`src/rtl/edge_gen_pkg.sv`:
```
// Shared types and helpers for the edge generator: FSM state encoding and
// hold-counter sizing.
package edge_gen_pkg;

    typedef enum logic [1:0] {
        LOW       = 2'd0,
        LOW_HOLD  = 2'd1,
        HIGH      = 2'd2,
        HIGH_HOLD = 2'd3
    } edge_gen_state_e;

    function automatic int cnt_width(input int min_high, input int min_low);
        int m;
        int w;
        m = (min_high > min_low) ? min_high : min_low;
        w = $clog2(m);
        return (w < 1) ? 1 : w;
    endfunction

endpackage

```
`src/rtl/edge_generator_if.sv`:
```
// Request/level bundle between event logic and the edge generator.
interface edge_generator_if;

    logic rise_req_i;
    logic fall_req_i;
    logic a_o;
    logic rising_edge_o;
    logic falling_edge_o;
    logic busy_o;
    logic drop_o;

    modport slave (
        input  rise_req_i, fall_req_i,
        output a_o, rising_edge_o, falling_edge_o, busy_o, drop_o
    );

    modport master (
        output rise_req_i, fall_req_i,
        input  a_o, rising_edge_o, falling_edge_o, busy_o, drop_o
    );

endinterface

```
`src/rtl/edge_generator_hold_timer.sv`:
```
// Loadable down-counter that stops at zero; it only restarts when reloaded.
module hold_timer #(
    parameter int CW = 2
) (
    input  logic          clk,
    input  logic          reset,
    input  logic          load,
    input  logic [CW-1:0] load_val,
    output logic          zero
);

    logic [CW-1:0] cnt_q;

    // Count state: load on an edge, otherwise decrement down to zero and hold.
    always_ff @(posedge clk) begin
        if (reset) begin
            cnt_q <= {CW{1'b0}};
        end else if (load) begin
            cnt_q <= load_val;
        end else if (cnt_q != {CW{1'b0}}) begin
            cnt_q <= cnt_q - {{(CW-1){1'b0}}, 1'b1};
        end else begin
            cnt_q <= cnt_q;
        end
    end

    assign zero = (cnt_q == {CW{1'b0}});

endmodule

```
`src/rtl/edge_generator.sv`:
```
// Turns one-cycle rise/fall requests into a registered level with minimum
// high/low dwell times, a one-deep deferred request and aligned edge pulses.
module edge_generator
    import edge_gen_pkg::*;
#(
    parameter int MIN_HIGH = 4,
    parameter int MIN_LOW  = 4
) (
    input  logic                 clk,
    input  logic                 reset,
    edge_generator_if.slave      bus
);

    localparam int CW = cnt_width(MIN_HIGH, MIN_LOW);
    localparam logic [CW-1:0] HIGH_RELOAD = CW'(MIN_HIGH - 1);
    localparam logic [CW-1:0] LOW_RELOAD  = CW'(MIN_LOW - 1);

    edge_gen_state_e state_q, state_d;
    logic            pending_q, pending_d;
    logic            a_q, rise_q, fall_q, busy_q, drop_q;
    logic            rise_d, fall_d, drop_d;
    logic            tmr_load, tmr_zero;
    logic [CW-1:0]   tmr_val;
    logic            both_s, rise_only_s, fall_only_s;
    logic            opp_s, same_s, pend_eff_s;

    hold_timer #(.CW(CW)) u_timer (
        .clk      (clk),
        .reset    (reset),
        .load     (tmr_load),
        .load_val (tmr_val),
        .zero     (tmr_zero)
    );

    assign both_s      = bus.rise_req_i & bus.fall_req_i;
    assign rise_only_s = bus.rise_req_i & ~bus.fall_req_i;
    assign fall_only_s = bus.fall_req_i & ~bus.rise_req_i;

    // Next-state decode: request classification, pending update and edge launch.
    always_comb begin
        state_d    = state_q;
        pending_d  = pending_q;
        drop_d     = 1'b0;
        rise_d     = 1'b0;
        fall_d     = 1'b0;
        tmr_load   = 1'b0;
        tmr_val    = {CW{1'b0}};
        opp_s      = 1'b0;
        same_s     = 1'b0;
        pend_eff_s = pending_q;

        case (state_q)
            LOW, LOW_HOLD: begin
                opp_s  = rise_only_s;
                same_s = fall_only_s;
            end
            HIGH, HIGH_HOLD: begin
                opp_s  = fall_only_s;
                same_s = rise_only_s;
            end
            default: begin
                opp_s  = 1'b0;
                same_s = 1'b0;
            end
        endcase

        case (state_q)
            LOW, HIGH: begin
                if (both_s || same_s) begin
                    drop_d = 1'b1;
                end else if (opp_s) begin
                    pend_eff_s = 1'b1;
                end else begin
                    pend_eff_s = 1'b0;
                end
            end
            LOW_HOLD, HIGH_HOLD: begin
                // A second opposite request is a duplicate; a same-direction one cancels.
                if (both_s) begin
                    drop_d = 1'b1;
                end else if (opp_s) begin
                    drop_d     = pending_q;
                    pend_eff_s = 1'b1;
                end else if (same_s) begin
                    drop_d     = 1'b1;
                    pend_eff_s = 1'b0;
                end else begin
                    pend_eff_s = pending_q;
                end
            end
            default: begin
                pend_eff_s = 1'b0;
            end
        endcase

        case (state_q)
            LOW, HIGH: begin
                pending_d = 1'b0;
            end
            LOW_HOLD, HIGH_HOLD: begin
                if (tmr_zero) begin
                    pending_d = 1'b0;
                end else begin
                    pending_d = pend_eff_s;
                end
            end
            default: begin
                pending_d = 1'b0;
            end
        endcase

        case (state_q)
            LOW, LOW_HOLD: begin
                if (pend_eff_s && (state_q == LOW || tmr_zero)) begin
                    state_d  = HIGH_HOLD;
                    tmr_load = 1'b1;
                    tmr_val  = HIGH_RELOAD;
                    rise_d   = 1'b1;
                end else if (state_q == LOW_HOLD && tmr_zero) begin
                    state_d = LOW;
                end else begin
                    state_d = state_q;
                end
            end
            HIGH, HIGH_HOLD: begin
                if (pend_eff_s && (state_q == HIGH || tmr_zero)) begin
                    state_d  = LOW_HOLD;
                    tmr_load = 1'b1;
                    tmr_val  = LOW_RELOAD;
                    fall_d   = 1'b1;
                end else if (state_q == HIGH_HOLD && tmr_zero) begin
                    state_d = HIGH;
                end else begin
                    state_d = state_q;
                end
            end
            default: begin
                state_d = LOW;
            end
        endcase
    end

    // State, pending flag and registered outputs.
    always_ff @(posedge clk) begin
        if (reset) begin
            state_q   <= LOW;
            pending_q <= 1'b0;
            a_q       <= 1'b0;
            rise_q    <= 1'b0;
            fall_q    <= 1'b0;
            busy_q    <= 1'b0;
            drop_q    <= 1'b0;
        end else begin
            state_q   <= state_d;
            pending_q <= pending_d;
            a_q       <= (state_d == HIGH) || (state_d == HIGH_HOLD);
            rise_q    <= rise_d;
            fall_q    <= fall_d;
            busy_q    <= (state_d == LOW_HOLD) || (state_d == HIGH_HOLD);
            drop_q    <= drop_d;
        end
    end

    assign bus.a_o            = a_q;
    assign bus.rising_edge_o  = rise_q;
    assign bus.falling_edge_o = fall_q;
    assign bus.busy_o         = busy_q;
    assign bus.drop_o         = drop_q;

endmodule

```
`src/flat_wrapper.sv`:
```
// flat-port wrapper written by rule: the top's interface ports become plain ports
module edge_generator_flat import edge_gen_pkg::*;
#(
    parameter int MIN_HIGH = 4,
    parameter int MIN_LOW  = 4
)
  (clk, reset, bus_rise_req_i, bus_fall_req_i, bus_a_o, bus_rising_edge_o, bus_falling_edge_o, bus_busy_o, bus_drop_o);
  edge_generator_if bus_i ();
  input  logic clk;
  input  logic reset;
  input wire logic [$bits(bus_i.rise_req_i)-1:0] bus_rise_req_i;
  input wire logic [$bits(bus_i.fall_req_i)-1:0] bus_fall_req_i;
  output wire logic [$bits(bus_i.a_o)-1:0] bus_a_o;
  output wire logic [$bits(bus_i.rising_edge_o)-1:0] bus_rising_edge_o;
  output wire logic [$bits(bus_i.falling_edge_o)-1:0] bus_falling_edge_o;
  output wire logic [$bits(bus_i.busy_o)-1:0] bus_busy_o;
  output wire logic [$bits(bus_i.drop_o)-1:0] bus_drop_o;
  assign bus_i.rise_req_i = bus_rise_req_i;
  assign bus_i.fall_req_i = bus_fall_req_i;
  assign bus_a_o = bus_i.a_o;
  assign bus_rising_edge_o = bus_i.rising_edge_o;
  assign bus_falling_edge_o = bus_i.falling_edge_o;
  assign bus_busy_o = bus_i.busy_o;
  assign bus_drop_o = bus_i.drop_o;
  edge_generator #(.MIN_HIGH(MIN_HIGH), .MIN_LOW(MIN_LOW)) u_core (.clk(clk), .reset(reset), .bus(bus_i));
endmodule
```
`config.mk`:
```
export PLATFORM = sky130hd
export DESIGN_NAME = edge_generator_flat
export DESIGN_NICKNAME = d
export VERILOG_FILES = /design/src/rtl/edge_gen_pkg.sv /design/src/rtl/edge_generator_if.sv /design/src/rtl/edge_generator_hold_timer.sv /design/src/rtl/edge_generator.sv /design/src/flat_wrapper.sv
export SDC_FILE = /design/constraint.sdc
export NUM_CORES = 1
export LEC_CHECK = 0
export ABC_CLOCK_PERIOD_IN_PS = 1240
export BUFFER_PORTS_ARGS = -buffer_cell sky130_fd_sc_hd__buf_2
export CAP_MARGIN = 10
export CORE_AREA = 2 2 39 41
export CTS_CLUSTER_DIAMETER = 50
export DETAILED_ROUTE_END_ITERATION = 16
export DIE_AREA = 0 0 41 43
export HOLD_SLACK_MARGIN = 0.15
export REMOVE_ABC_BUFFERS = 1
export SYNTH_ARGS = -nofsm -noshare
export SYNTH_HDL_FRONTEND = slang
export SYNTH_SLANG_ARGS = --single-unit
```
`constraint.sdc`:
```
create_clock -name clk -period 1.24 [get_ports clk]
set_input_delay 0.062 -clock clk [delete_from_list [all_inputs] [get_ports clk]]
set_output_delay 0.062 -clock clk [all_outputs]
set_load 0.05 [all_outputs]
```
==> results.yml <==
run_status:
  status: "complete, but fails checks"
  violations: "negative setup slack"
synthesis:
  ys_warn_count: 0
  synthMostInstantiatedCell: "dfxtp_1"
  synth_edf_count: 0
  syn_inst: 55
  synth.area.top_cells: "dfxtp_1 36%, mux2_2 4.5%, a21oi_1 4.0%, and3b_2 4.0%, inv_1 3.8%"
  synthFlopType: "dfxtp_1"
  synthArstFlopShare: 0
  synth.largest_area_cell: "dfxtp_1"
  synth_common_cells: "9 x dfxtp_1, 5 x inv_1, 4 x a21oi_1, 4 x nor2_1, 3 x nand2_1"
  synth_seq_cells: 9
  synth_cell_types: 31
  avgSynthCellArea_um2: 9.08
  synth_area_um2: 499
  yosysSeqAreaShare: 0.361
  synth_top_area_share: 0.361
clock_network:
  cts_buffer_depth: 2
  cts_buffers: 3
  h-tree-depth: 1
  clock-sinks: 9
  tritoncts: "yes"
  clk_latency_ns: 0.27
  clk_pin_slew_ns: 0.06
  root_buffer: "clkbuf_4"
routing:
  ant_nets: 0
  vias: 497
  dr.pass1.iters: 4
  drt-vias-per-instance: 5.18
  totalWireLength_um: 1190
  drt-initial-drc-count: 7
  avgRoutedWirePerCell_um: 12.4
  drcViolationCount: 0
setup_path:
  reg2reg_slack_ns: -0.13
  worstSetupEndpointType: "flop"
  critPathLaunchType: "flop"
  cp_data_required_time_ns: 1.39
  critPathMaxFanout: 7
  r2r_cells: 4
  arrival_ns: 1.53
  r2r-end: "u_core.state_q[1]"
  crit_type: "flop to flop"
  r2r_start: "u_core.pending_q"
placement:
  dp.cells: 88
  port_buffers: 8
  hpwl_um: 781
  place.gp.congestion: 0.767
min_path:
  hold_class: "input port to flop"
  min_path_cells: 3
  whs_endpoint: "u_core.bus.drop_o"
  hp-start: "bus_fall_req_i"
timing:
  rsz0062_at_grt: "yes"
  hold_viol_final: 0
  worst_pin_slew_ns: 0.364
  finalWorstSetupSlack_ns: -0.134
  fin_skew_ns: 0.00641
  fin_setup_tns_ns: -0.593
  slew_headroom: 0.756
  final_max_slew_viol_count: 0
  finalSetupViolCount: 7
  fin_crit_ns: 1.37
  fmax_mhz: 728
  fin_crit_sh: 1.11
finish:
  n_fill_cell: 141
  area_growth_pct: 49.1
  regArea_um2: 191
  n_antenna_cell: 0
  fin_nets: 86
  layout-drive-gt1-share: 0.600
  multiInputGateArea_um2: 318
  final_cell_count_no_fill: 96
global_route:
  grt_max_degree: 11
  grt_usage: 0.141
  grt.met1_usage: 0.155
  use_met2: 0.213
  grt_pass1_vias: 400
  overflow: 0
  busiest_layer: "met2"
  antenna_found_initial: 0
  grt_pass1_wl_um: 1600
  gr-usage-met3: 0.0471
floorplanning:
  rows: 14
  coreArea_um2: 1380
  fp.dieH_um: 43
  pin_count: 9
  die_w_um: 41
  initial_utilization: 0.361
  die_area_um2: 1760
pwr:
  leakage_nw: 0.348
  p_per_area_nw_per_um2: 1750
  ir_drop_mv: 0.926
job:
  max-cap-violations: 0
[worst max-delay path: stages, from the launching register on]
cell,delay (ns)
dfxtp_4,0.39
nand2_2,0.08
a32oi_1,0.21
nand4b_1,0.22
mux2_4,0.34
[logic make-up after synthesis]
family	count (synthesis)	share of synthesized area
xor+xnor	1	0.0175
mux	3	0.0652
compound gates	13	0.203
fa+ha+maj	1	0.0251
flops	9	0.361
simple gates	19	0.236
buf+inv	9	0.0927
[where the power goes]
part | internal [mW] | switching [mW] | total (mW)
clock network | 0.124 | 0.111 | 0.235
logic | 0.346 | 0.304 | 0.650
registers | 0.364 | 0.0508 | 0.415
[area by class of cell]
cell class | count | share of cell area
repair buffers | 25 | 0.229
clock buffers | 4 | 0.0353
flip-flops and latches | 9 | 0.257
multi-input cells | 37 | 0.427
well taps | 16 | 0.0269
inverters | 5 | 0.0252
[state kept, by name, summed over array words and instances, names as in the netlist]
register,cells
u_core.bus.drop_o,1
u_core.bus.falling_edge_o,1
u_core.pending_q,1
u_core.state_q,1
u_core.bus.a_o,1
u_core.u_timer.cnt_q,2
u_core.bus.busy_o,1
u_core.bus.rising_edge_o,1
[stage by stage]
step / hold slack (ns) / area (µm²) / utilization / worst slack, ns / power [mW]
floorplan: 0.131 / 472 / - / -0.503 / 0.700
global placement: 0.358 / 629 / 0.455 / -0.142 / 0.917
global route: 0.230 / 744 / 0.538 / -0.192 / 1.38
CTS: 0.200 / 679 / 0.491 / -0.126 / 1.19
finish: 0.202 / 744 / 0.538 / -0.134 / 1.30
detailed placement: 0.356 / 629 / 0.455 / -0.163 / 0.928
[repair_timing]
| item | in CTS | in global routing |
|---|---|---|
| setup buffers | 0 | 3 |
| gates resized for setup | 7 | 13 |
| hold endpoints to repair | 7 | 0 |
| hold buffers | 1 | 0 |
| endpoints found under the setup margin | 8 | 8 |
| pin swaps | 1 | 5 |
[layer usage]
| layer | vias to the layer above | share of wire |
|---|---|---|
| li1 | 250 | - |
| met1 | 235 | 0.46 |
| met2 | 8 | 0.48 |
| met3 | 4 | 0.019 |
| met4 | 0 | 0.041 |
| met5 | - | 0 |
[layout by cell type (no fill, tap or decap), types with 2 or more instances in the layout]
cell type and n:
dfxtp_1 4, dfxtp_2 3, inv_1 3, buf_2 8, clkbuf_4 3, mux2_4 2, buf_4 16, nor2_1 4
dfxtp_4 2, a21oi_1 4, and3b_2 2, nand4b_1 2, inv_2 2, nand2_2 2
[how the worst max path moves through the flow]
stage                                   end  depth (start not counted)         startpoint
detailed placement  u_core.u_timer.cnt_q[1]                          4  u_core.state_q[1]
global route              u_core.state_q[1]                          4  u_core.bus.busy_o
floorplan                    u_core.bus.a_o                          4  u_core.bus.busy_o
finish                    u_core.state_q[1]                          4   u_core.pending_q
CTS                 u_core.u_timer.cnt_q[1]                          4  u_core.state_q[1]
global placement    u_core.u_timer.cnt_q[1]                          4  u_core.state_q[1]
No activity file was read; power rests on OpenSTA's default activity.
